`config.mk`:
```
export PLATFORM = sky130hd
export DESIGN_NAME = seq_restoring_divider_16by8
export DESIGN_NICKNAME = d
export VERILOG_FILES = /design/src/rtl/seq_restoring_divider_16by8_pkg.sv /design/src/rtl/seq_restoring_divider_16by8_cla_sub.sv /design/src/rtl/seq_restoring_divider_16by8.sv
export SDC_FILE = /design/constraint.sdc
export NUM_CORES = 1
export LEC_CHECK = 0
export ABC_AREA = 1
export BUFFER_PORTS_ARGS = -buffer_cell sky130_fd_sc_hd__buf_2
export CORE_UTILIZATION = 51
export DETAILED_ROUTE_END_ITERATION = 7
export GPL_TIMING_DRIVEN = 0
export PLACE_DENSITY = 0.76
export SETUP_SLACK_MARGIN = 0.05
export SYNTH_ARGS = -nofsm -noshare
export SYNTH_HDL_FRONTEND = slang
export SYNTH_HIERARCHICAL = 1
export SYNTH_SLANG_ARGS = --single-unit
```
`constraint.sdc`:
```
create_clock -name clk -period 2.15 [get_ports clk]
set_input_delay 0.215 -clock clk [delete_from_list [all_inputs] [get_ports clk]]
set_output_delay 0.215 -clock clk [all_outputs]
set_load 0.05 [all_outputs]
```
`src/rtl/seq_restoring_divider_16by8_pkg.sv`:
```
// Shared definitions for the sequential restoring divider.
//   state_e   : FSM state encoding (Idle / Calc / Done, 2 bits)
//   cnt_width : iteration counter width for a given divisor width
//   pad4      : round a width up to a whole number of 4-bit lookahead groups
package seq_restoring_divider_16by8_pkg;

  typedef enum logic [1:0] {
    StIdle = 2'd0,
    StCalc = 2'd1,
    StDone = 2'd2
  } state_e;

  // Counter must reach 2*data_width-1.
  function automatic int unsigned cnt_width(input int unsigned data_width);
    return $clog2(2 * data_width);
  endfunction

  function automatic int unsigned pad4(input int unsigned w);
    return ((w + 3) / 4) * 4;
  endfunction

endpackage

```
`src/rtl/seq_restoring_divider_16by8_cla_sub.sv`:
```
// Carry-lookahead subtractor: diff_o = a_i - b_i, computed as a_i + ~b_i + 1.
// The operands are padded to a multiple of 4 bits and each 4-bit group
// resolves its carries with full lookahead; groups chain through their
// group generate/propagate terms.
//   a_i         : minuend
//   b_i         : subtrahend
//   diff_o      : a_i - b_i (modulo 2^Width)
//   no_borrow_o : 1 when a_i >= b_i (carry out of the add)
module seq_restoring_divider_16by8_cla_sub
  import seq_restoring_divider_16by8_pkg::*;
#(
  parameter int unsigned Width = 9
) (
  input  logic [Width-1:0] a_i,
  input  logic [Width-1:0] b_i,
  output logic [Width-1:0] diff_o,
  output logic             no_borrow_o
);

  localparam int unsigned PadW    = pad4(Width);
  localparam int unsigned NGroups = PadW / 4;

  logic [PadW-1:0]  a_pad;
  logic [PadW-1:0]  b_inv;
  logic [PadW-1:0]  g;
  logic [PadW-1:0]  p;
  logic [PadW-1:0]  c;
  logic [PadW-1:0]  sum;
  logic [NGroups:0] gc;

  // Padding bits: a=0, ~b=1, so each pad position just propagates the carry
  // and the final group carry equals the carry out of bit Width-1.
  always_comb begin
    a_pad             = '0;
    a_pad[Width-1:0]  = a_i;
    b_inv             = '1;
    b_inv[Width-1:0]  = ~b_i;
  end

  assign g     = a_pad & b_inv;
  assign p     = a_pad ^ b_inv;
  assign gc[0] = 1'b1;

  for (genvar grp = 0; grp < NGroups; grp++) begin : g_group
    localparam int unsigned B = 4 * grp;
    logic grp_g;
    logic grp_p;

    assign c[B]   = gc[grp];
    assign c[B+1] = g[B] | (p[B] & gc[grp]);
    assign c[B+2] = g[B+1] | (p[B+1] & g[B]) | (p[B+1] & p[B] & gc[grp]);
    assign c[B+3] = g[B+2] | (p[B+2] & g[B+1]) | (p[B+2] & p[B+1] & g[B])
                  | (p[B+2] & p[B+1] & p[B] & gc[grp]);

    assign grp_g = g[B+3] | (p[B+3] & g[B+2]) | (p[B+3] & p[B+2] & g[B+1])
                 | (p[B+3] & p[B+2] & p[B+1] & g[B]);
    assign grp_p = &p[B+3:B];

    assign gc[grp+1] = grp_g | (grp_p & gc[grp]);
  end

  assign sum         = p ^ c;
  assign diff_o      = sum[Width-1:0];
  assign no_borrow_o = gc[NGroups];

  if (PadW > Width) begin : g_pad_sink
    logic unused_pad_sum;
    assign unused_pad_sum = ^sum[PadW-1:Width];
  end

endmodule

```
`src/rtl/seq_restoring_divider_16by8.sv`:
```
// Iterative unsigned restoring divider, one quotient bit per clock.
// (2*DATA_WIDTH)-bit dividend / DATA_WIDTH-bit divisor with valid/ready on
// both the operand and result sides. All outputs are registered.
//   clk, rst     : clock, synchronous active-high reset
//   inData_A     : dividend
//   inData_B     : divisor
//   inValid      : operands valid
//   inReady      : divider can accept operands (only in Idle)
//   outQuotient  : quotient (all ones on divide by zero)
//   outRemainder : remainder (zero on divide by zero)
//   divByZero    : result came from a zero divisor
//   outValid     : result valid, held until outReady
//   outReady     : consumer accepts result
module seq_restoring_divider_16by8
  import seq_restoring_divider_16by8_pkg::*;
#(
  parameter int unsigned DATA_WIDTH = 8
) (
  input  logic                    clk,
  input  logic                    rst,
  input  logic [2*DATA_WIDTH-1:0] inData_A,
  input  logic [DATA_WIDTH-1:0]   inData_B,
  input  logic                    inValid,
  output logic                    inReady,
  output logic [2*DATA_WIDTH-1:0] outQuotient,
  output logic [DATA_WIDTH-1:0]   outRemainder,
  output logic                    divByZero,
  output logic                    outValid,
  input  logic                    outReady
);

  localparam int unsigned QW = 2 * DATA_WIDTH;
  localparam int unsigned RW = DATA_WIDTH + 1;
  localparam int unsigned CW = cnt_width(DATA_WIDTH);
  localparam logic [CW-1:0] LastCnt = CW'(QW - 1);

  state_e            state_q, state_d;
  logic [CW-1:0]     cnt_q, cnt_d;
  logic [QW-1:0]     q_q, q_d;
  logic [RW-1:0]     r_q, r_d;
  logic [DATA_WIDTH-1:0] d_q, d_d;
  logic [QW-1:0]     quot_q, quot_d;
  logic [DATA_WIDTH-1:0] rem_q, rem_d;
  logic              dbz_q, dbz_d;
  logic              valid_q, valid_d;
  logic              in_ready_q, in_ready_d;

  logic [RW-1:0]     shifted;
  logic [RW-1:0]     trial;
  logic              no_borrow;

  // Partial remainder stays below the divisor, so its MSB only matters
  // transiently inside the shifted value.
  assign shifted = {r_q[DATA_WIDTH-1:0], q_q[QW-1]};

  seq_restoring_divider_16by8_cla_sub #(
    .Width (RW)
  ) u_sub (
    .a_i         (shifted),
    .b_i         ({1'b0, d_q}),
    .diff_o      (trial),
    .no_borrow_o (no_borrow)
  );

  logic unused_r_msb;
  assign unused_r_msb = r_q[DATA_WIDTH];

  always_comb begin
    state_d = state_q;
    cnt_d   = cnt_q;
    q_d     = q_q;
    r_d     = r_q;
    d_d     = d_q;
    quot_d  = quot_q;
    rem_d   = rem_q;
    dbz_d   = dbz_q;
    valid_d = valid_q;

    unique case (state_q)
      StIdle: begin
        if (inValid && in_ready_q) begin
          if (inData_B == '0) begin
            // Result is known immediately; outValid follows one edge later.
            state_d = StDone;
            quot_d  = '1;
            rem_d   = '0;
            dbz_d   = 1'b1;
          end else begin
            state_d = StCalc;
            q_d     = inData_A;
            d_d     = inData_B;
            r_d     = '0;
            cnt_d   = '0;
            dbz_d   = 1'b0;
          end
        end
      end
      StCalc: begin
        q_d   = {q_q[QW-2:0], no_borrow};
        r_d   = no_borrow ? trial : shifted;
        cnt_d = cnt_q + 1'b1;
        if (cnt_q == LastCnt) begin
          state_d = StDone;
          quot_d  = q_d;
          rem_d   = r_d[DATA_WIDTH-1:0];
          valid_d = 1'b1;
        end
      end
      StDone: begin
        valid_d = 1'b1;
        if (valid_q && outReady) begin
          valid_d = 1'b0;
          state_d = StIdle;
        end
      end
      default: begin
        state_d = StIdle;
        valid_d = 1'b0;
      end
    endcase

    in_ready_d = (state_d == StIdle);
  end

  always_ff @(posedge clk) begin
    if (rst) begin
      state_q    <= StIdle;
      cnt_q      <= '0;
      q_q        <= '0;
      r_q        <= '0;
      d_q        <= '0;
      quot_q     <= '0;
      rem_q      <= '0;
      dbz_q      <= 1'b0;
      valid_q    <= 1'b0;
      in_ready_q <= 1'b1;
    end else begin
      state_q    <= state_d;
      cnt_q      <= cnt_d;
      q_q        <= q_d;
      r_q        <= r_d;
      d_q        <= d_d;
      quot_q     <= quot_d;
      rem_q      <= rem_d;
      dbz_q      <= dbz_d;
      valid_q    <= valid_d;
      in_ready_q <= in_ready_d;
    end
  end

  assign inReady      = in_ready_q;
  assign outQuotient  = quot_q;
  assign outRemainder = rem_q;
  assign divByZero    = dbz_q;
  assign outValid     = valid_q;

endmodule

```
==> results.py, run 1 <==
metrics = {
    "global_route": {
        "gr-total-overflow": 0,
        "antenna_found_initial": 0,
        "grt_max_degree": 13,
        "grt_use_total_pct": 27.4,
        "grt_first_pass_wirelength_um": 13900,
        "grt_pass1_vias": 2971,
    },
    "critical_path": {
        "r2r_cells": 17,
        "critPathMaxStageDelay_ns": 0.40,
        "worstReg2RegStart": "q_q[15]$_SDFFE_PP0P_",
        "setup.worst_path.start_class": "register",
        "worstSetupEndpointType": "register",
        "arrival_ns": 2.57,
        "r2r_slack_ns": -0.18,
        "path_class": "register to register",
        "cp_cell_sequence": "buf_6 > ha_4 > nand2_4 > nand3_4 > nand2_2 > nand2_2 > nand2_2 > nand2_2 > nand2_2 > nand2_2 > fa_2 > nand2_4 > inv_6 > a22oi_2 > nand3_1 > nand2_1 > nor2_1",
        "critPathMostFrequentCell": "nand2_2",
        "regToRegEndpoint": "outRemainder[2]$_SDFFE_PP0P_",
        "cp_slowest_cell": "fa_2",
        "cp.required_ns": 2.39,
        "critPathMaxFanout": 8,
    },
    "synthesis": {
        "synth_top_family_by_area": "simple AND/OR/NAND/NOR gates",
        "ys_ff_latch": 65,
        "syn_area_per_cell_um2": 6.93,
        "ys.flop_type": "dfxtp_1",
        "synth.area.mux_share_pct": 0,
        "yosys.area_share.simple_pct": 31.7,
        "async_reset_ff_share_pct": 0,
        "ys_seq_area_share_pct": 39.4,
        "synth-compound-area-share_pct": 13.1,
        "synth_cell_types": 30,
        "synth.net_count": 521,
        "synth_fa_ha_area_share_pct": 6.51,
        "synth_xor_area_share_pct": 1.32,
        "syn-instance-count": 477,
        "netlist_area_um2": 3310,
        "synth-edff-count": 0,
        "synth_warnings": 6,
    },
    "floorplanning": {
        "rows": 28,
        "num_io_pins": 55,
        "core_area_um2": 6100,
        "die_y_um": 82.5,
        "start_util_pct": 54.2,
        "die_w_um": 82.5,
        "fp.dieArea_um2": 6810,
    },
    "clocking": {
        "root_buffer": "clkbuf_8",
        "hold_buffers": 0,
        "htreeDepth": 3,
        "cts_made_buffers": 9,
        "insertion_delay_ns": 0.34,
        "cts_buffer_depth": 2,
        "cts.clk_slew.worst_paths_ns": 0.07,
        "cts_tree": "yes",
        "cts_sinks": 65,
    },
    "timing": {
        "grt_setup_unrepaired": "true",
        "fin_crit_ns": 2.33,
        "fin_crit_sh_pct": 108,
        "finalSetupViolations": 17,
        "fin_ws_ns": -0.178,
        "max_freq_mhz": 430,
        "hold_violations": 0,
        "slew_viol_final": 0,
        "worst_clock_skew_ns": 0.00668,
        "tns_ns": -2.49,
    },
    "final_layout": {
        "antenna_cells": 0,
        "syn2layout_area_growth_pct": 28.1,
        "nets": 601,
        "drive_gt1_share_pct": 25.1,
        "fillCellCount": 524,
        "multi_input_area_um2": 1910,
        "final-seq-area_um2": 1320,
    },
    "placement": {
        "io_buffers": 54,
        "dpl.hpwl_um": 5830,
        "place_congestion": 0.828,
        "pre_cts_slack_ns": -0.321,
    },
    "power": {
        "p_leak_nw": 1.99,
        "vdd.ir_drop.worst_mv": 0.657,
        "power_density_nw_per_um2": 905,
    },
    "route": {
        "final_antenna_net_count": 0,
        "drt_iter0_drc": 272,
        "wl_um": 8720,
        "remaining_drc_errors": 0,
        "firstDrtPassIters": 5,
        "wl_per_cell_um": 13.7,
        "vias": 3323,
        "viasPerCell": 5.22,
    },
    "hold_path": {
        "hold_path.class": "input pin to register",
        "hold-path-endpoint": "state_q[0]$_SDFF_PP0_",
        "min_from": "rst",
        "holdPathStages": 2,
    },
    "run_status": {
        "violations": "negative setup slack",
        "status": "finished with violations",
    },
    "flow_run": {
        "cap_violations": 0,
    },
}
==> worst max-delay path by stage <==
stage                               from  slack [ns]                            to  cells past startpoint
floorplan           q_q[15]$_SDFFE_PP0P_       0.006  outRemainder[2]$_SDFFE_PP0P_                     17
global placement    q_q[15]$_SDFFE_PP0P_       -0.29  outRemainder[2]$_SDFFE_PP0P_                     17
detailed placement  q_q[15]$_SDFFE_PP0P_       -0.32  outRemainder[2]$_SDFFE_PP0P_                     17
CTS                 q_q[15]$_SDFFE_PP0P_       -0.20  outRemainder[2]$_SDFFE_PP0P_                     17
global route         r_q[1]$_SDFFE_PP0P_       -0.30  outRemainder[1]$_SDFFE_PP0P_                     16
finish              q_q[15]$_SDFFE_PP0P_       -0.18  outRemainder[2]$_SDFFE_PP0P_                     17
==> registers in the layout (all words and copies together), names as in the netlist <==
register / count
outQuotient: 16
q_q: 16
d_q: 8
outRemainder: 8
r_q: 8
cnt_q: 4
state_q: 2
divByZero: 1
inReady: 1
outValid: 1
==> stage by stage <==
stage / total power, mW / util, % / std cells / area, um2 / hold slack (ns)
finish: 3.83 / 69.5 / 637 / 4240 / 0.120
global route: 4.03 / 69.5 / 637 / 4240 / 0.131
CTS: 3.75 / 68.5 / 634 / 4180 / 0.108
detailed placement: 2.30 / 60.8 / 606 / 3710 / 0.464
global placement: 2.28 / 60.8 / 606 / 3710 / 0.455
floorplan: 2.10 / - / 477 / 3340 / 0.284
==> logic make-up after synthesis <==
kind of cell / Yosys count
DFF: 65
xor gates and xnor gates: 5
buffers and inverters: 58
and+or+nand+nor: 253
adders and majority gates: 16
other: 1
AOI/OAI and AO/OA: 79
==> metal layers <==
layer	track usage, %	part of all wire, %
met1	36.9	48
met2	43.0	45
met3	4.84	5.0
met4	11.6	1.9
met5	0	0
==> what timing repair did <==
action / CTS / global route
resized for setup: 29 / 10
pin swaps: 30 / 26
setup endpoints to repair: 18 / 18
buffers inserted: 12 / 4
==> placed cells by master, fill, tap and decap left out, types with 2 or more instances in the layout <==
cell          n
a21oi_1      32
a22oi_2       8
and2_1        8
buf_2        62
buf_4        13
buf_6         6
bufinv_16     3
clkbuf_1     12
clkbuf_8      9
clkinv_2      2
clkinvlp_4    2
dfxtp_1      60
dfxtp_2       2
dfxtp_4       3
ha_1          8
ha_4          6
inv_1        26
inv_2         4
nand2_1      57
nand2_2       6
nand2_4       4
nand3_1      34
nor2_1      137
nor2_4        2
nor3_1        2
o21ai_0      24
o21ai_1      11
xnor2_1       3
xor2_1        2
==> critical path: cells and delay by family (launching register included) <==
family          cells  cell delay, ns
flops               1            0.36
fa+ha+maj           2            0.56
buf+inv             2            0.18
compound gates      1            0.21
simple gates       12            0.91
==> synth_stat cells, types with 7 or more instances <==
library cell,n,share of area [%]
buf_2,8,1.2
and2_1,7,1.3
dfxtp_1,65,39
nand3_1,35,5.3
o21ai_1,11,1.7
clkbuf_1,12,1.4
inv_1,30,3.4
a21oi_1,33,5.0
nor2_1,139,16
nand2_1,62,7.0
o21ai_0,24,3.6
a22oi_1,9,2.0
ha_1,14,5.3
==> cell type report <==
type | instances | share of cell area (%)
buffer | 25 | 3.25
clock buffer | 9 | 2.92
clock inverter | 7 | 2.81
inverter | 33 | 3.07
multi-input combinational | 354 | 45.2
sequential | 65 | 31.0
tap | 75 | 2.22
timing repair buffer | 69 | 9.51
==> power breakdown <==
| part | switching [mW] | internal [mW] |
|---|---|---|
| combinational | 0.699 | 0.472 |
| sequential | 0.0737 | 1.31 |
| clock | 0.505 | 0.770 |
Note: power is estimated with default switching activity, not from simulation.
==> run 2: changes to the inputs <==
ABC_AREA = unset   (was 1)
CAP_MARGIN = 20   (was unset)
CORE_UTILIZATION = 50   (was 51)
PLACE_DENSITY = 0.75   (was 0.76)
==> run 2 against run 1 <==
Compared with the run above: the flow still finishes with violations (negative setup slack); hold slack better by 0.023 ns; non-clock buffer count is 10 lower; die area is 1.4% lower; design area is 7.2% lower; core utilization is 4.2 points lower; sequential power is 4% lower; final cell count is 25% lower; critical path type unchanged; critical endpoint is now r_q[6]$_SDFFE_PP0P_; largest power group unchanged.
==> results.py, run 2 <==
metrics = {
    "hold_path": {
        "hold_path.class": "input pin to register",
        "min_from": "inData_B[5]",
    },
    "synthesis": {
        "synth_most_common_cell": "dfxtp_1",
        "syn_area_per_cell_um2": 9.83,
        "yosys.area.top_type_share_pct": 40.7,
        "ys_top_cells_by_count": "dfxtp_1 (65), nand2_1 (37), mux2i_1 (25)",
        "synth-edff-count": 0,
        "syn-instance-count": 325,
        "ys_ff_latch": 65,
        "synth_area_leader_cell": "dfxtp_1",
        "ys.flop_type": "dfxtp_1",
        "synth_warnings": 6,
        "async_reset_ff_share_pct": 0,
        "synth.net_count": 369,
        "ys_seq_area_share_pct": 40.7,
        "synth_area_leaders": "dfxtp_1 (41%), mux2i_1 (7.8%), ha_1 (5.5%), nand2_1 (4.3%), a211oi_1 (4.2%)",
        "netlist_area_um2": 3190,
        "synth_cell_types": 49,
    },
    "critical_path": {
        "arrival_ns": 2.95,
        "worstSetupEndpointType": "register",
        "critPathTopFamily": "compound AO/OA/AOI/OAI gates",
        "worstReg2RegStart": "d_q[2]$_SDFFE_PP0P_",
        "critPathMaxFanout": 5,
        "setup.worst_path.start_class": "register",
        "cp.required_ns": 2.37,
        "cp_cell_sequence": "inv_2 > ha_4 > or3_1 > o221a_4 > a221oi_4 > o21bai_2 > fa_2 > buf_8 > mux2_4 > nand2_2 > o21ai_1",
        "path_buf_inv": 2,
        "critPathMaxStageDelay_ns": 0.41,
        "path_class": "register to register",
        "crit_path_start": "d_q[2]$_SDFFE_PP0P_",
        "cp_slowest_cell": "fa_2",
    },
    "timing": {
        "max_freq_mhz": 366,
        "relSlewSlack_pct": 43.3,
        "fin_crit_sh_pct": 127,
        "worst_pin_slew_ns": 0.848,
        "worst_clock_skew_ns": 0.00724,
        "slew_viol_final": 0,
        "fin_crit_ns": 2.73,
        "grt_setup_unrepaired": "true",
        "fin_ws_ns": -0.583,
        "hold_violations": 0,
        "finalSetupViolations": 18,
    },
    "final_layout": {
        "final_common_cell": "dfxtp_1",
        "layout_common_cells": "dfxtp_1 (58), buf_2 (57), nand2_1 (31), mux2i_1 (25)",
        "syn2layout_area_growth_pct": 23.1,
        "fillCellCount": 521,
        "antenna_cells": 0,
        "nets": 443,
        "drive_gt1_share_pct": 35.2,
    },
    "placement": {
        "io_buffers": 54,
        "pre_cts_slack_ns": -0.678,
        "dpl.hpwl_um": 5210,
        "place_congestion": 0.823,
    },
    "run_status": {
        "violations": "negative setup slack",
        "status": "finished with violations",
    },
    "route": {
        "remaining_drc_errors": 0,
        "drt_iter0_drc": 93,
        "wl_per_cell_um": 15.4,
        "firstDrtPassIters": 4,
        "vias": 2727,
        "wl_um": 7380,
        "final_antenna_net_count": 0,
        "viasPerCell": 5.71,
    },
    "global_route": {
        "grt_pass1_vias": 2637,
        "antenna_found_initial": 0,
        "grt_max_degree": 11,
        "gr-total-overflow": 0,
        "grt_use_total_pct": 24.7,
        "grt_first_pass_wirelength_um": 12400,
    },
    "clocking": {
        "cts_made_buffers": 9,
        "insertion_delay_ns": 0.34,
        "htreeDepth": 3,
        "cts.clk_slew.worst_paths_ns": 0.07,
        "root_buffer": "clkbuf_8",
        "cts_buffer_depth": 2,
        "cts_sinks": 65,
        "cts_tree": "yes",
    },
    "power": {
        "total_power_mw": 3.03,
        "p_leak_nw": 1.59,
        "power_density_nw_per_um2": 771,
        "vdd.ir_drop.worst_mv": 0.554,
    },
    "floorplanning": {
        "core_area_um2": 6030,
        "die_w_um": 81.9,
        "rows": 28,
        "num_io_pins": 55,
        "die_y_um": 81.9,
        "start_util_pct": 53.0,
        "fp.dieArea_um2": 6710,
    },
    "flow_run": {
        "cap_violations": 0,
    },
}
run 2: logic make-up after synthesis:
group / count (synthesis) / synth area share [%]
AOI/OAI and AO/OA: 79 / 19.8
xor gates and xnor gates: 6 / 1.65
adders and majority gates: 16 / 6.74
buffers and inverters: 40 / 6.11
DFF: 65 / 40.7
muxes: 33 / 10.7
other: 1 / 0.117
and+or+nand+nor: 85 / 14.2
run 2: worst paths after layout:
kind / slack [ns] / endpoint / depth (start not counted)
worst max-delay path: -0.58 / r_q[6]$_SDFFE_PP0P_ / 11
worst max register to register: -0.58 / r_q[6]$_SDFFE_PP0P_ / 11
worst min register to register: 0.45 / outRemainder[4]$_SDFFE_PP0P_ / 2
worst min-delay path: 0.14 / d_q[5]$_SDFFE_PP0P_ / 3
run 2: timing repair:
item,4_1_cts,5_1_grt
pin swaps,6,4
endpoints found under the setup margin,18,29
resized for setup,16,16
hold buffers,0,0
gates cloned,1,0
setup buffers,6,2
run 2: metal layers:
metal / share of wire [%] / GRT usage [%] / wire length [um] / vias up
met5: 0 / 0 / 0 / -
met4: 2.4 / 11.6 / 174 / 0
met3: 5.3 / 7.44 / 394 / 16
met2: 48 / 41.2 / 3560 / 70
met1: 44 / 28.9 / 3250 / 1294
li1: - / - / - / 1347
run 2: metrics by stage:
step	hold WS [ns]	utilization, %	area, um2	TNS, ns	instances
finish	0.142	65.2	3930	-9.94	478
CTS	0.122	64.6	3890	-8.97	476
floorplan	0.343	-	3240	-7.08	325
detailed placement	0.446	59.8	3600	-11.29	454
global placement	0.439	59.8	3600	-10.91	454
global route	0.128	65.2	3930	-11.59	478
run 2: final cells by class:
cell class | instances | area, um2 | share of cell area, %
clock inverters | 4 | 45.0 | 1.15
plain buffers | 21 | 138 | 3.50
multi-input cells | 220 | 1790 | 45.6
inverters | 19 | 71.3 | 1.81
repair buffers | 63 | 349 | 8.88
clock buffers | 11 | 131 | 3.34
well taps | 75 | 93.8 | 2.39
flip-flops and latches | 65 | 1310 | 33.3
run 2: worst reg2reg max path, delay by kind of cell, from the launching register on:
kind                     cells  cell delay [ns]
AO/OA/AOI/OAI                4             0.81
buffers and inverters        2             0.19
AND/OR/NAND/NOR              2             0.45
flip-flops                   1             0.33
multiplexers                 1             0.30
adder cells (fa/ha/maj)      2             0.55
run 2: where the power goes:
part	switching, mW	total, mW	internal (mW)
clock	0.453	0.977	0.524
sequential	0.0555	1.34	1.28
combinational	0.395	0.720	0.325
total	0.904	3.03	2.13
